<file path="src/rtl/bram_debug_pkg.sv">
// Shared types and constants for the BRAM debug loader: command opcodes,
// controller states and the debug-port data width.
package bram_debug_pkg;

    localparam int DATA_W = 32;
    localparam int BE_W   = DATA_W / 8;
    localparam int CNT_W  = 16;

    typedef enum logic [1:0] {
        OP_LOAD = 2'd0,
        OP_DUMP = 2'd1,
        OP_RUN  = 2'd2,
        OP_RSVD = 2'd3
    } op_e;

    typedef enum logic [2:0] {
        ST_IDLE      = 3'd0,
        ST_LOAD      = 3'd1,
        ST_DUMP_ADDR = 3'd2,
        ST_DUMP_WAIT = 3'd3,
        ST_DUMP_OUT  = 3'd4,
        ST_RUN       = 3'd5,
        ST_FIN       = 3'd6
    } state_e;

endpackage

</file>
<file path="src/rtl/bram_debug_chan_mux.sv">
// Fans the single internal debug port out to one of CHANNELS BRAM ports and
// returns the read data of the selected port. Unselected ports stay at zero.
module bram_debug_chan_mux
    import bram_debug_pkg::*;
#(
    parameter int CHANNELS = 2,
    parameter int SEL_W    = 1
) (
    input  logic [SEL_W-1:0]           i_sel,
    input  logic                       i_en,
    input  logic [DATA_W-1:0]          i_a,
    input  logic [DATA_W-1:0]          i_wd,
    input  logic [BE_W-1:0]            i_we,
    output logic [DATA_W*CHANNELS-1:0] o_dbg_a,
    output logic [DATA_W*CHANNELS-1:0] o_dbg_wd,
    output logic [BE_W*CHANNELS-1:0]  o_dbg_we,
    input  logic [DATA_W*CHANNELS-1:0] i_dbg_rd,
    output logic [DATA_W-1:0]          o_rd
);

    // route the port to the selected channel, zero everywhere else
    always_comb begin
        o_dbg_a  = '0;
        o_dbg_wd = '0;
        o_dbg_we = '0;
        o_rd     = '0;
        for (int ch = 0; ch < CHANNELS; ch++) begin
            if (i_en && (int'(i_sel) == ch)) begin
                o_dbg_a[ch*DATA_W +: DATA_W] = i_a;
                o_dbg_wd[ch*DATA_W +: DATA_W] = i_wd;
                o_dbg_we[ch*BE_W +: BE_W]    = i_we;
                o_rd                         = i_dbg_rd[ch*DATA_W +: DATA_W];
            end
        end
    end

endmodule

</file>
<file path="src/rtl/bram_debug_loader.sv">
// Debug loader for the core's cache BRAMs: loads a word stream into a
// channel, dumps a channel back out as a stream, or pulses the core reset.
//
// state        | meaning
// -------------+----------------------------------------------------------
// ST_IDLE      | waiting for a command, cmd_ready high
// ST_LOAD      | accepting input beats; each beat is written one cycle later
// ST_DUMP_ADDR | presenting word address to the BRAM
// ST_DUMP_WAIT | waiting RD_LAT cycles for read data, captured on the last
// ST_DUMP_OUT  | holding the captured word on the output stream
// ST_RUN       | core reset asserted for RST_CYC cycles
// ST_FIN       | one-cycle done pulse
module bram_debug_loader
    import bram_debug_pkg::*;
#(
    parameter int WORDS    = 4096,
    parameter int CHANNELS = 2,
    parameter int RD_LAT   = 2,
    parameter int RST_CYC  = 5,
    localparam int CH_W    = (CHANNELS > 1) ? $clog2(CHANNELS) : 1,
    localparam int LEN_W   = $clog2(WORDS) + 1
) (
    input  logic                       i_cpu_clk,
    input  logic                       i_cpu_rst,
    input  logic                       i_cmd_valid,
    output logic                       o_cmd_ready,
    input  logic [1:0]                 i_cmd_op,
    input  logic [CH_W-1:0]            i_cmd_chan,
    input  logic [LEN_W-1:0]           i_cmd_len,
    input  logic                       i_in_valid,
    output logic                       o_in_ready,
    input  logic [DATA_W-1:0]          i_in_data,
    output logic                       o_out_valid,
    input  logic                       i_out_ready,
    output logic [DATA_W-1:0]          o_out_data,
    output logic                       o_out_last,
    output logic [DATA_W*CHANNELS-1:0] o_dbg_a,
    output logic [DATA_W*CHANNELS-1:0] o_dbg_wd,
    output logic [BE_W*CHANNELS-1:0]  o_dbg_we,
    input  logic [DATA_W*CHANNELS-1:0] i_dbg_rd,
    output logic                       o_core_rst,
    output logic                       o_busy,
    output logic                       o_done
);

    state_e              r_state;
    state_e              w_state_nxt;
    op_e                 r_op;
    logic [CH_W-1:0]     r_chan;
    logic                r_chan_ok;
    logic [LEN_W-1:0]    r_len;
    logic [LEN_W-1:0]    r_idx;
    logic [CNT_W-1:0]    r_cnt;
    logic                r_wr_pend;
    logic [DATA_W-1:0]   r_wr_addr;
    logic [DATA_W-1:0]   r_wr_data;
    logic                r_cmd_ready;
    logic                r_out_valid;
    logic                r_out_last;
    logic [DATA_W-1:0]   r_out_data;
    logic                r_core_rst;
    logic                r_busy;
    logic                r_done;

    logic                w_cmd_fire;
    logic                w_beat_fire;
    logic                w_out_fire;
    logic                w_in_ready;
    logic                w_chan_ok;
    logic                w_noop;
    logic [LEN_W-1:0]    w_len_clamped;
    logic                w_dump_addr;
    logic [DATA_W-1:0]   w_port_a;
    logic [DATA_W-1:0]   w_port_wd;
    logic [BE_W-1:0]     w_port_we;
    logic [DATA_W-1:0]   w_rd;

    // command decode: clamp the length and spot commands that do nothing
    always_comb begin
        w_len_clamped = (i_cmd_len > LEN_W'(WORDS)) ? LEN_W'(WORDS) : i_cmd_len;
        w_chan_ok     = (32'(i_cmd_chan) < 32'(CHANNELS));
        // RUN does not touch the BRAMs, so only the reserved op makes it a no-op
        w_noop        = (i_cmd_op == OP_RSVD) ||
                        ((i_cmd_op != OP_RUN) && ((w_len_clamped == '0) || !w_chan_ok));
    end

    // next-state logic and stream handshakes
    always_comb begin
        w_state_nxt = r_state;
        w_cmd_fire  = i_cmd_valid && r_cmd_ready;
        w_in_ready  = (r_state == ST_LOAD) && (r_idx < r_len);
        w_beat_fire = w_in_ready && i_in_valid;
        w_out_fire  = (r_state == ST_DUMP_OUT) && r_out_valid && i_out_ready;
        case (r_state)
            ST_IDLE: begin
                if (w_cmd_fire) begin
                    if (w_noop) begin
                        w_state_nxt = ST_FIN;
                    end else begin
                        case (op_e'(i_cmd_op))
                            OP_LOAD: w_state_nxt = ST_LOAD;
                            OP_DUMP: w_state_nxt = ST_DUMP_ADDR;
                            default: w_state_nxt = ST_RUN;
                        endcase
                    end
                end
            end
            // leave only once the last beat's write is on the port
            ST_LOAD:      if (r_idx >= r_len) w_state_nxt = ST_FIN;
            ST_DUMP_ADDR: w_state_nxt = ST_DUMP_WAIT;
            ST_DUMP_WAIT: if (r_cnt == '0) w_state_nxt = ST_DUMP_OUT;
            ST_DUMP_OUT: begin
                if (w_out_fire) w_state_nxt = r_out_last ? ST_FIN : ST_DUMP_ADDR;
            end
            ST_RUN:       if (r_cnt == '0) w_state_nxt = ST_FIN;
            ST_FIN:       w_state_nxt = ST_IDLE;
            default:      w_state_nxt = ST_IDLE;
        endcase
    end

    // state register
    always_ff @(posedge i_cpu_clk or posedge i_cpu_rst) begin
        if (i_cpu_rst) r_state <= ST_IDLE;
        else           r_state <= w_state_nxt;
    end

    // status outputs registered from the next state so they track r_state
    always_ff @(posedge i_cpu_clk or posedge i_cpu_rst) begin
        if (i_cpu_rst) begin
            r_cmd_ready <= 1'b0;
            r_busy      <= 1'b0;
            r_done      <= 1'b0;
            r_core_rst  <= 1'b0;
        end else begin
            r_cmd_ready <= (w_state_nxt == ST_IDLE);
            r_busy      <= (w_state_nxt != ST_IDLE);
            r_done      <= (w_state_nxt == ST_FIN);
            r_core_rst  <= (w_state_nxt == ST_RUN);
        end
    end

    // down-counter for the reset pulse width and the read latency
    always_ff @(posedge i_cpu_clk or posedge i_cpu_rst) begin
        if (i_cpu_rst) begin
            r_cnt <= '0;
        end else if ((r_state == ST_IDLE) && (w_state_nxt == ST_RUN)) begin
            r_cnt <= CNT_W'(RST_CYC - 1);
        end else if (r_state == ST_DUMP_ADDR) begin
            r_cnt <= CNT_W'(RD_LAT - 1);
        end else if (r_cnt != '0) begin
            r_cnt <= r_cnt - CNT_W'(1);
        end
    end

    // command latch, word index, write staging and output capture
    always_ff @(posedge i_cpu_clk or posedge i_cpu_rst) begin
        if (i_cpu_rst) begin
            r_op        <= OP_LOAD;
            r_chan      <= '0;
            r_chan_ok   <= 1'b0;
            r_len       <= '0;
            r_idx       <= '0;
            r_wr_pend   <= 1'b0;
            r_wr_addr   <= '0;
            r_wr_data   <= '0;
            r_out_valid <= 1'b0;
            r_out_last  <= 1'b0;
            r_out_data  <= '0;
        end else begin
            r_wr_pend <= 1'b0;
            if (w_cmd_fire) begin
                r_op      <= op_e'(i_cmd_op);
                r_chan    <= i_cmd_chan;
                r_chan_ok <= w_chan_ok;
                r_len     <= w_len_clamped;
                r_idx     <= '0;
            end
            if (w_beat_fire) begin
                r_wr_pend <= 1'b1;
                r_wr_addr <= DATA_W'({r_idx, 2'b00});
                r_wr_data <= i_in_data;
                r_idx     <= r_idx + LEN_W'(1);
            end
            if ((r_state == ST_DUMP_WAIT) && (r_cnt == '0)) begin
                r_out_valid <= 1'b1;
                r_out_data  <= w_rd;
                r_out_last  <= (r_idx == (r_len - LEN_W'(1)));
            end else if (w_out_fire) begin
                r_out_valid <= 1'b0;
                r_out_last  <= 1'b0;
                r_idx       <= r_idx + LEN_W'(1);
            end
        end
    end

    // internal port: read address during a dump, staged write otherwise
    always_comb begin
        w_dump_addr = (r_state == ST_DUMP_ADDR) || (r_state == ST_DUMP_WAIT);
        w_port_a    = '0;
        if (w_dump_addr)    w_port_a = DATA_W'({r_idx, 2'b00});
        else if (r_wr_pend) w_port_a = r_wr_addr;
        w_port_wd   = r_wr_pend ? r_wr_data : '0;
        w_port_we   = {BE_W{r_wr_pend}};
    end

    bram_debug_chan_mux #(
        .CHANNELS (CHANNELS),
        .SEL_W    (CH_W)
    ) u_chan_mux (
        .i_sel    (r_chan),
        .i_en     (r_chan_ok),
        .i_a      (w_port_a),
        .i_wd     (w_port_wd),
        .i_we     (w_port_we),
        .o_dbg_a  (o_dbg_a),
        .o_dbg_wd (o_dbg_wd),
        .o_dbg_we (o_dbg_we),
        .i_dbg_rd (i_dbg_rd),
        .o_rd     (w_rd)
    );

    assign o_cmd_ready = r_cmd_ready;
    assign o_in_ready  = w_in_ready;
    assign o_out_valid = r_out_valid;
    assign o_out_data  = r_out_data;
    assign o_out_last  = r_out_last;
    assign o_core_rst  = r_core_rst;
    assign o_busy      = r_busy;
    assign o_done      = r_done;

endmodule

</file>
<file path="config.mk">
export PLATFORM = sky130hd
export DESIGN_NAME = bram_debug_loader
export DESIGN_NICKNAME = d
export VERILOG_FILES = /design/src/rtl/bram_debug_pkg.sv /design/src/rtl/bram_debug_chan_mux.sv /design/src/rtl/bram_debug_loader.sv
export SDC_FILE = /design/constraint.sdc
export NUM_CORES = 1
export LEC_CHECK = 0
export ABC_AREA = 1
export BUFFER_PORTS_ARGS = -buffer_cell sky130_fd_sc_hd__buf_2
export CAP_MARGIN = 20
export CORE_ASPECT_RATIO = 1.75
export CORE_MARGIN = 8
export CORE_UTILIZATION = 50
export CTS_BUF_LIST = sky130_fd_sc_hd__clkbuf_8
export DETAILED_ROUTE_END_ITERATION = 6
export HOLD_SLACK_MARGIN = 0.12
export PLACE_DENSITY = 0.92
export SYNTH_ARGS = -nofsm -noshare
export SYNTH_HDL_FRONTEND = slang
export SYNTH_SLANG_ARGS = --single-unit
export TNS_END_PERCENT = 50
</file>
<file path="constraint.sdc">
create_clock -name i_cpu_clk -period 6.35 [get_ports i_cpu_clk]
set_clock_uncertainty 0.2 [all_clocks]
set_input_delay 0 -clock i_cpu_clk [delete_from_list [all_inputs] [get_ports i_cpu_clk]]
set_output_delay 0 -clock i_cpu_clk [all_outputs]
set_load 0.05 [all_outputs]
</file>
==> results.sh, run 1 <==
export IMPL_status="completed"
export IMPL_start_util=0.508
export IMPL_ff2ff_path_depth=14
export IMPL_min_to="r_wr_data[28]$_DFFE_PP0P_"
export IMPL_slew_violations=0
export IMPL_cts_inserted_buffers=17
export IMPL_holdPathStages=4
export IMPL_ant_nets=0
export IMPL_muxShareOfSynthArea=0
export IMPL_ios=292
export IMPL_numPortBuffers=253
export IMPL_cts_buffer_depth=2
export IMPL_syn_avg_cell_area_um2=7.66
export IMPL_drt_vias_per_instance=5.47
export IMPL_placed_cell_area_mm2=0.00896
export IMPL_wl_per_cell_um=19.4
export IMPL_finalWirelength_um=31200
export IMPL_syn2layout_area_growth_pct=41.8
export IMPL_clock_sinks=131
export IMPL_yosys_area_share_simple=0.281
export IMPL_synth_top_family_by_area="simple AND/OR/NAND/NOR gates"
export IMPL_route_detailed_drc=0
export IMPL_ys_warn_count=0
export IMPL_die_h_um=181
export IMPL_r2r_slack_ps=2930
export IMPL_path_class="flop to flop"
export IMPL_insertion_delay_ps=450
export IMPL_power_density_mw_per_mm2=472
export IMPL_gr_total_overflow=0
export IMPL_startpoint_type="flop"
export IMPL_synth_compound_area_share=0.106
export IMPL_grt_pass1_wl_um=48100
export IMPL_place_congestion=0.947
export IMPL_cts_tree="yes"
export IMPL_worstReg2RegEnd="r_idx[4]$_DFF_PP0_"
export IMPL_slew_headroom=0.274
export IMPL_worstHoldPathType="primary input to flop"
export IMPL_syn_area_mm2=0.00779
export IMPL_critPathMaxFanout=66
export IMPL_ir_drop_mv=0.284
export IMPL_r2r_start="r_len[2]$_DFFE_PP0P_"
export IMPL_synth_seq_cells=131
export IMPL_async_flop_share=1.00
export IMPL_cp_required_ps=6470
export IMPL_tns_ps=0
export IMPL_setup_viol=0
export IMPL_dr_first_iter_drc_count=996
export IMPL_synth_cell_types=37
export IMPL_dpl_hpwl_um=19100
export IMPL_min_period_ps=3420
export IMPL_rsz0062_at_grt="false"
export IMPL_synth_edff_count=0
export IMPL_yosysSeqAreaShare=0.421
export IMPL_period_share=0.538
export IMPL_cp_arrival_ps=3540
export IMPL_vias=8790
export IMPL_hold_viol_final=0
export IMPL_rows=60
export IMPL_synth_xor_area_frac=0.0411
export IMPL_fmax_mhz=293
export IMPL_dieArea_mm2=0.0200
export IMPL_nets=1536
export IMPL_multiInputGateArea_mm2=0.00369
export IMPL_antenna_found_initial=6
export IMPL_worstMarginPinSlew_ps=1090
export IMPL_fill_cells=975
export IMPL_grt_pass1_vias=8958
export IMPL_postCtsSetupBuffers=0
export IMPL_p_leak_nw=5.72
export IMPL_drtPass1Iterations=6
export IMPL_maxCapViolations=0
export IMPL_synth_fa_ha_area_frac=0.0257
export IMPL_ys_flop_type="dfrtp_1"
export IMPL_final_area_mm2=0.0110
export IMPL_grtUsageTotal=0.314
export IMPL_seq_area_mm2=0.00328
export IMPL_core_area_mm2=0.0153
export IMPL_chipWidth_um=110
export IMPL_crit_path_end_kind="flop"
export IMPL_fin_total_pwr_mw=5.21
export IMPL_grt_max_degree=75
export IMPL_h_tree_depth=4
export IMPL_path_clk_slew_ps=90
export IMPL_synth_cells=1017
export IMPL_min_from="i_in_data[28]"
export IMPL_drive_gt1_frac=0.239
export IMPL_cts_root_buffer="clkbuf_8"
synthesized netlist by cell type, types with 2 or more instances:
| library cell | instances | area (um^2) |
|---|---|---|
| nand2_1 | 228 | 856 |
| nor2_1 | 150 | 563 |
| dfrtp_1 | 131 | 3280 |
| inv_1 | 118 | 443 |
| o21ai_0 | 87 | 435 |
| nand3_1 | 53 | 265 |
| buf_4 | 45 | 338 |
| a22o_1 | 32 | 280 |
| clkbuf_1 | 29 | 109 |
| xor2_1 | 29 | 254 |
| nor2_4 | 18 | 203 |
| ha_1 | 16 | 200 |
| a21oi_1 | 9 | 45.0 |
| buf_2 | 9 | 45.0 |
| nand4_1 | 9 | 56.3 |
| nand2_2 | 8 | 50.1 |
| nor2_2 | 7 | 43.8 |
| nor3_1 | 7 | 35.0 |
| xnor2_1 | 5 | 43.8 |
| a31oi_1 | 3 | 18.8 |
| nand3_2 | 3 | 30.0 |
| o21ai_1 | 3 | 15.0 |
| inv_2 | 2 | 7.51 |
| nand2_4 | 2 | 22.5 |
| nand3_4 | 2 | 35.0 |
registers in the layout, summed over array words and instances, names as in the netlist:
| name | cells |
|---|---|
| r_chan | 1 |
| r_cnt | 16 |
| r_state | 3 |
| r_chan_ok | 1 |
| o_busy | 1 |
| o_out_valid | 1 |
| o_core_rst | 1 |
| r_idx | 13 |
| r_wr_pend | 1 |
| r_wr_data | 32 |
| r_wr_addr | 13 |
| r_len | 13 |
| o_done | 1 |
| o_out_last | 1 |
| o_out_data | 32 |
| o_cmd_ready | 1 |
cell families after synthesis:
family / after synthesis
other: 1
XOR/XNOR: 35
AO/OA/AOI/OAI: 137
AND/OR/NAND/NOR: 491
flip-flops: 131
buffers and inverters: 206
adder cells (fa/ha/maj): 16
report_power, final:
group          switching, mW  leakage (nW)  internal [mW]
combinational           2.08          3.92          0.910
sequential             0.230          1.56           1.15
clock                  0.358         0.237          0.473
total                   2.67          5.72           2.53
metal layers:
metal,track usage,up-vias,part of all wire
met1,0.340,4006,0.34
met3,0.113,201,0.11
met2,0.492,687,0.47
li1,-,3894,-
met4,0.216,2,0.083
met5,0.00822,-,0.00042
layout make-up:
| type | count | area share |
|---|---|---|
| Timing Repair Buffer | 415 | 0.264 |
| Antenna cell | 6 | 0.00136 |
| Clock buffer | 17 | 0.0212 |
| Tap cell | 186 | 0.0211 |
| Clock inverter | 15 | 0.0207 |
| Multi-Input combinational cell | 717 | 0.334 |
| Inverter | 121 | 0.0414 |
| Sequential cell | 131 | 0.297 |
how the worst max path moves through the flow:
stage	cells after the start	end	slack (ps)	start
final	14	r_idx[4]$_DFF_PP0_	2930	r_len[2]$_DFFE_PP0P_
after global routing	15	r_idx[4]$_DFF_PP0_	2640	r_len[9]$_DFFE_PP0P_
after CTS	5	o_dbg_wd[60]	3050	r_chan$_DFFE_PP0P_
after detailed placement	14	r_idx[7]$_DFF_PP0_	3110	r_idx[11]$_DFF_PP0_
after global placement	14	r_idx[2]$_DFF_PP0_	3210	r_idx[11]$_DFF_PP0_
after floorplan	1	o_busy$_DFF_PP0_	2650	i_cpu_rst
worst max-delay path, cell delays in order, from the launching register on:
cell,delay [ps]
dfrtp_1,420
inv_1,90
ha_1,330
nand2_1,80
nand2_1,50
nand2_1,60
nand3_1,120
nand2_1,110
nand2_1,70
nor2_2,170
nand2_4,180
inv_2,740
nor2_4,250
o21ai_0,290
inv_1,80
layout by cell type (no fill, tap or decap), types with 8 or more instances in the layout:
cell | synthesis | routed
clkbuf_8 | 0 | 17
o21ai_0 | 87 | 87
dlygate4sd3_1 | 0 | 155
a21oi_1 | 9 | 9
nand4_1 | 9 | 9
xor2_1 | 29 | 29
nand2_2 | 8 | 8
a22o_1 | 32 | 32
nor2_4 | 18 | 18
dfrtp_1 | 131 | 131
conb_1 | 1 | 38
nand3_1 | 53 | 53
buf_2 | 9 | 253
ha_1 | 16 | 16
nor2_1 | 150 | 149
nand2_1 | 228 | 228
inv_1 | 118 | 118
nor2_2 | 7 | 8
repair_timing:
| item | 4_1_cts | 5_1_grt |
|---|---|---|
| gates resized for setup | 0 | 0 |
| endpoints found under the hold margin | 170 | 0 |
| hold buffers | 155 | 0 |
per-stage QoR:
stage               worst slack [ps]  utilization  hold slack (ps)  cells
global placement                3210        0.585            -28.8   1413
detailed placement              3110        0.585            -29.5   1413
finish                          2930        0.721              139   1608
CTS                             3050        0.717              120   1600
global route                    2640        0.721              149   1605
floorplan                       2650            -            -90.4   1054
(Power assumes the default switching activity.)
==> run 2, diff against run 1 <==
--- a/config.mk
+++ b/config.mk
@@ -10,11 +10,11 @@
 export CAP_MARGIN = 20
 export CORE_ASPECT_RATIO = 1.75
 export CORE_MARGIN = 8
-export CORE_UTILIZATION = 50
+export CORE_UTILIZATION = 46
 export CTS_BUF_LIST = sky130_fd_sc_hd__clkbuf_8
 export DETAILED_ROUTE_END_ITERATION = 6
 export HOLD_SLACK_MARGIN = 0.12
-export PLACE_DENSITY = 0.92
+export PLACE_DENSITY = 0.89
 export SYNTH_ARGS = -nofsm -noshare
 export SYNTH_HDL_FRONTEND = slang
 export SYNTH_SLANG_ARGS = --single-unit
==> constraint.sdc (replaced) <==
create_clock -name i_cpu_clk -period 2.9 [get_ports i_cpu_clk]
set_clock_uncertainty 0.2 [all_clocks]
set_input_delay 0 -clock i_cpu_clk [delete_from_list [all_inputs] [get_ports i_cpu_clk]]
set_output_delay 0 -clock i_cpu_clk [all_outputs]
set_load 0.05 [all_outputs]
==> results.sh, run 2 (same netlist as run 1, synthesis figures left out) <==
export IMPL_power_density_mw_per_mm2=1010
export IMPL_cts_tree="yes"
export IMPL_crit_cells=9
export IMPL_gr_total_overflow=0
export IMPL_grt_pass1_vias=8879
export IMPL_fmax_mhz=355
export IMPL_cts_root_buffer="clkbuf_8"
export IMPL_syn2layout_area_growth_pct=44.8
export IMPL_crit_family="simple AND/OR/NAND/NOR gates"
export IMPL_wl_per_cell_um=18.8
export IMPL_min_period_ps=2820
export IMPL_status="completed"
export IMPL_h_tree_depth=4
export IMPL_startpoint_type="flop"
export IMPL_critPathSlowestCell="clkinvlp_2"
export IMPL_die_h_um=188
export IMPL_final_cell_mix="253 x buf_2, 228 x nand2_1, 165 x dlygate4sd3_1"
export IMPL_dpl_hpwl_um=18200
export IMPL_ff2ff_path_depth=9
export IMPL_insertion_delay_ps=450
export IMPL_clock_sinks=131
export IMPL_worstReg2RegEnd="o_out_data[8]$_DFFE_PP0P_"
export IMPL_finalWirelength_um=31300
export IMPL_nets=1559
export IMPL_placed_cell_area_mm2=0.00911
export IMPL_dieArea_mm2=0.0215
export IMPL_ir_drop_mv=0.524
export IMPL_worstMarginPinSlew_ps=763
export IMPL_rows=63
export IMPL_grt_max_degree=132
export IMPL_layout_commonest_cell="buf_2"
export IMPL_crit_path_end_kind="flop"
export IMPL_worstPathBufferInverterCount=2
export IMPL_place_congestion=0.979
export IMPL_r2r_slack_ps=80
export IMPL_path_clk_slew_ps=80
export IMPL_fin_total_pwr_mw=11.3
export IMPL_cts_inserted_buffers=17
export IMPL_grtUsageTotal=0.285
export IMPL_drive_gt1_frac=0.246
export IMPL_hold_ws_ps=112
export IMPL_cp_arrival_ps=2940
export IMPL_final_area_mm2=0.0113
export IMPL_ant_nets=0
export IMPL_r2r_start="r_cnt[0]$_DFFE_PP0P_"
export IMPL_antenna_found_initial=2
export IMPL_core_area_mm2=0.0168
export IMPL_critPathLaunch="r_cnt[0]$_DFFE_PP0P_"
export IMPL_p_leak_nw=5.79
export IMPL_setup_viol=0
export IMPL_hold_viol_final=0
export IMPL_maxCapViolations=0
export IMPL_critPathMaxFanout=16
export IMPL_vias=8900
export IMPL_numPortBuffers=253
export IMPL_chipWidth_um=114
export IMPL_slew_headroom=0.492
export IMPL_drt_vias_per_instance=5.34
export IMPL_worstHoldPathType="primary input to async pin"
export IMPL_grt_pass1_wl_um=47400
export IMPL_cp_required_ps=3020
export IMPL_ios=292
export IMPL_cts_buffer_depth=2
export IMPL_path_class="flop to flop"
export IMPL_route_detailed_drc=0
export IMPL_dr_first_iter_drc_count=1092
export IMPL_cp_cell_sequence="inv_1 -> ha_2 -> nand2_2 -> nor2_2 -> nand2_2 -> nor3_4 -> clkinvlp_2 -> nand2_1 -> nand2_1"
export IMPL_slew_violations=0
export IMPL_cp_endpoint="o_out_data[8]$_DFFE_PP0P_"
export IMPL_start_util=0.464
export IMPL_period_share=0.972
export IMPL_slowest_delay_ps=750
export IMPL_drtPass1Iterations=6
[run 2: cell types whose count changed in the layout (fill, tap and decap cells not counted), moves of 2 or more]
cell,change
buf_12,+2
clkbuf_8,+5
diode_2,-5
buf_16,-2
clkinv_4,-4
buf_4,+9
bufinv_16,-2
dlygate4sd3_1,+10
inv_6,-4
nand2_8,+2
clkinvlp_4,+7
[run 2: layout make-up]
class / instances / area [um^2]
Timing Repair inverter: 2 / 12.5
Antenna cell: 1 / 2.50
Clock buffer: 22 / 303
Timing Repair Buffer: 435 / 3070
Tap cell: 227 / 284
Sequential cell: 131 / 3280
Fill cell: 1185 / 5510
Inverter: 121 / 465
Clock inverter: 10 / 130
Multi-Input combinational cell: 718 / 3730
[run 2: what timing repair did]
| action | in CTS | in global routing |
|---|---|---|
| gates resized for setup | 0 | 10 |
| setup endpoints to repair | 0 | 50 |
| setup buffers | 0 | 2 |
| hold endpoints to repair | 248 | 0 |
| hold buffers | 165 | 0 |
[run 2: how the worst min path moves through the flow]
stage,cells past startpoint,end,slack (ps)
after global routing,4,r_wr_data[0]$_DFFE_PP0P_,140
after CTS,4,r_wr_data[0]$_DFFE_PP0P_,120
after floorplan,2,r_chan$_DFFE_PP0P_,-90
final,4,o_out_data[21]$_DFFE_PP0P_,110
after global placement,3,r_wr_data[18]$_DFFE_PP0P_,8
after detailed placement,3,r_wr_data[2]$_DFFE_PP0P_,10
[run 2: worst min-delay path: cells and delay by family]
| family | cells | cell delay, ps |
|---|---|---|
| buf+inv | 4 | 1250 |
[run 2: power breakdown]
group	leakage, nW	switching, mW	total, mW	internal (mW)
combinational	4.00	4.57	6.63	2.06
sequential	1.56	0.491	3.01	2.52
clock	0.219	0.745	1.70	0.957
total	5.79	5.81	11.3	5.54
[run 2: per-stage QoR]
stage	instances	TNS, ps	utilization	setup WS, ps
after global routing	1666	-124	0.672	-27.1
after floorplan	1054	0	-	44.7
after CTS	1661	0	0.667	13.8
after global placement	1464	0	0.543	320
final	1667	0	0.672	79.8
after detailed placement	1464	0	0.543	242
[run 2: layer usage]
metal	vias to the layer above	global-route usage	part of all wire
li1	3924	-	-
met1	4131	0.292	0.34
met2	639	0.484	0.49
met3	204	0.0815	0.094
met4	2	0.200	0.075
met5	-	0	0.00048
==> run 3, diff against run 2 <==
--- a/config.mk
+++ b/config.mk
@@ -14,8 +14,7 @@
 export CTS_BUF_LIST = sky130_fd_sc_hd__clkbuf_8
 export DETAILED_ROUTE_END_ITERATION = 6
 export HOLD_SLACK_MARGIN = 0.12
-export PLACE_DENSITY = 0.89
+export PLACE_DENSITY = 0.78
 export SYNTH_ARGS = -nofsm -noshare
 export SYNTH_HDL_FRONTEND = slang
 export SYNTH_SLANG_ARGS = --single-unit
-export TNS_END_PERCENT = 50
==> results.sh, run 3 (same netlist as run 1, synthesis figures left out) <==
export IMPL_status="completed"
export IMPL_hold_ws_ps=129
export IMPL_crit_path_end_kind="primary output"
export IMPL_chipWidth_um=114
export IMPL_ant_nets=0
export IMPL_slew_violations=0
export IMPL_layout_commonest_cell="buf_2"
export IMPL_hold_viol_final=0
export IMPL_insertion_delay_ps=430
export IMPL_rows=63
export IMPL_start_util=0.464
export IMPL_grt_max_degree=66
export IMPL_cp_common_cell="nor2_2"
export IMPL_cts_inserted_buffers=17
export IMPL_path_class="flop to primary output"
export IMPL_critPathMaxFanout=16
export IMPL_drive_gt1_frac=0.246
export IMPL_final_cell_mix="253 x buf_2, 228 x nand2_1, 165 x dlygate4sd3_1"
export IMPL_slew_headroom=0.334
export IMPL_rsz0062_at_grt="false"
export IMPL_startpoint_type="flop"
export IMPL_power_density_mw_per_mm2=988
export IMPL_grt_pass1_wl_um=42500
export IMPL_dieArea_mm2=0.0215
export IMPL_numPortBuffers=253
export IMPL_worstHoldPathType="primary input to flop"
export IMPL_finalWirelength_um=27000
export IMPL_tns_ps=0
export IMPL_route_detailed_drc=0
export IMPL_r2r_slack_ps=190
export IMPL_drt_vias_per_instance=4.96
export IMPL_critPathSlowestCell="nor2_2"
export IMPL_drtPass1Iterations=6
export IMPL_cp_cell_sequence="nor2_2 -> inv_1 -> nor2_2 -> clkinvlp_4 -> nor2_1 -> buf_2"
export IMPL_path_clk_slew_ps=70
export IMPL_h_tree_depth=4
export IMPL_dr_first_iter_drc_count=580
export IMPL_min_period_ps=2710
export IMPL_p_leak_nw=5.79
export IMPL_place_congestion=0.906
export IMPL_ir_drop_mv=0.647
export IMPL_vias=8255
export IMPL_dpl_hpwl_um=17500
export IMPL_grtUsageTotal=0.248
export IMPL_cts_tree="yes"
export IMPL_gr_total_overflow=0
export IMPL_slowest_delay_ps=420
export IMPL_period_share=0.935
export IMPL_clock_sinks=131
export IMPL_cts_buffer_depth=2
export IMPL_nets=1559
export IMPL_antenna_found_initial=1
export IMPL_grt_pass1_vias=8504
export IMPL_fin_util=0.670
export IMPL_die_h_um=188
export IMPL_cp_required_ps=2700
export IMPL_wl_per_cell_um=16.2
export IMPL_maxCapViolations=0
export IMPL_setup_viol=0
export IMPL_fill_cells=1301
export IMPL_core_area_mm2=0.0168
export IMPL_ios=292
export IMPL_worstMarginPinSlew_ps=999
export IMPL_fmax_mhz=369
export IMPL_cts_root_buffer="clkbuf_8"
export IMPL_cp_arrival_ps=2510
export IMPL_syn2layout_area_growth_pct=44.4
## run 3: cell types whose count changed in the layout (fill, tap and decap cells not counted), sizes merged
cell      previous run  this run
nor2               175       176
clkinv               3         4
inv                119       118
bufinv               3         2
clkbuf              22        21
clkinvlp             8         7
## run 3: per-layer routing
layer / up-vias / GRT usage / part of all wire
met2: 395 / 0.439 / 0.51
met4: 0 / 0.161 / 0.059
li1: 3932 / - / -
met5: - / 0 / 0
met3: 111 / 0.0564 / 0.068
met1: 3817 / 0.254 / 0.36
## run 3: worst paths after layout
path | start | end | cells past startpoint
max | r_chan$_DFFE_PP0P_ | o_dbg_wd[12] | 6
min | i_in_data[2] | r_wr_data[2]$_DFFE_PP0P_ | 4
max reg2reg | r_cnt[0]$_DFFE_PP0P_ | r_cnt[15]$_DFFE_PP0P_ | 14
min reg2reg | o_out_data[6]$_DFFE_PP0P_ | o_out_data[6]$_DFFE_PP0P_ | 2
max in group asynchronous | i_cpu_rst | o_out_data[24]$_DFFE_PP0P_ | 5
min in group asynchronous | i_cpu_rst | r_cnt[6]$_DFFE_PP0P_ | 4
## run 3: cell type report
type / count / area, um^2 / area share
tap: 227 / 284 / 0.0253
inverter: 121 / 462 / 0.0411
timing repair inverter: 1 / 7.51 / 0.000668
clock inverter: 9 / 105 / 0.00935
antenna: 1 / 2.50 / 0.000223
clock buffer: 21 / 289 / 0.0257
timing repair buffer: 435 / 3080 / 0.274
multi-input combinational: 719 / 3730 / 0.332
sequential: 131 / 3280 / 0.291
## run 3: stage by stage
stage          cell area [um^2]  cells  worst slack, ps  power (mW)
4_1_cts                   11200   1659             19.5        10.9
3_5_place_dp               9120   1464              227        8.85
6_report                  11200   1665              190        11.1
5_1_grt                   11200   1665             56.8        11.9
2_1_floorplan              7930   1054             44.7        7.58
3_3_place_gp               9120   1464              293        8.72
## run 3: timing repair
| action | in CTS | in global routing |
|---|---|---|
| buffers inserted | 0 | 2 |
| endpoints found under the setup margin | 0 | 50 |
| endpoints found under the hold margin | 248 | 0 |
| gates resized for setup | 0 | 7 |
| hold buffers | 165 | 0 |
## run 3: critical path, delay by kind of cell (launching register included)
| kind | cells | cell delay [ps] |
|---|---|---|
| flip-flops | 1 | 410 |
| AND/OR/NAND/NOR | 3 | 720 |
| buffers and inverters | 3 | 930 |
## run 3: power by group
group / switching (mW) / internal (mW) / total (mW) / leakage, nW
logic: 4.45 / 2.15 / 6.59 / 4.04
registers: 0.442 / 2.52 / 2.96 / 1.56
clock network: 0.714 / 0.842 / 1.56 / 0.192
total: 5.60 / 5.51 / 11.1 / 5.79
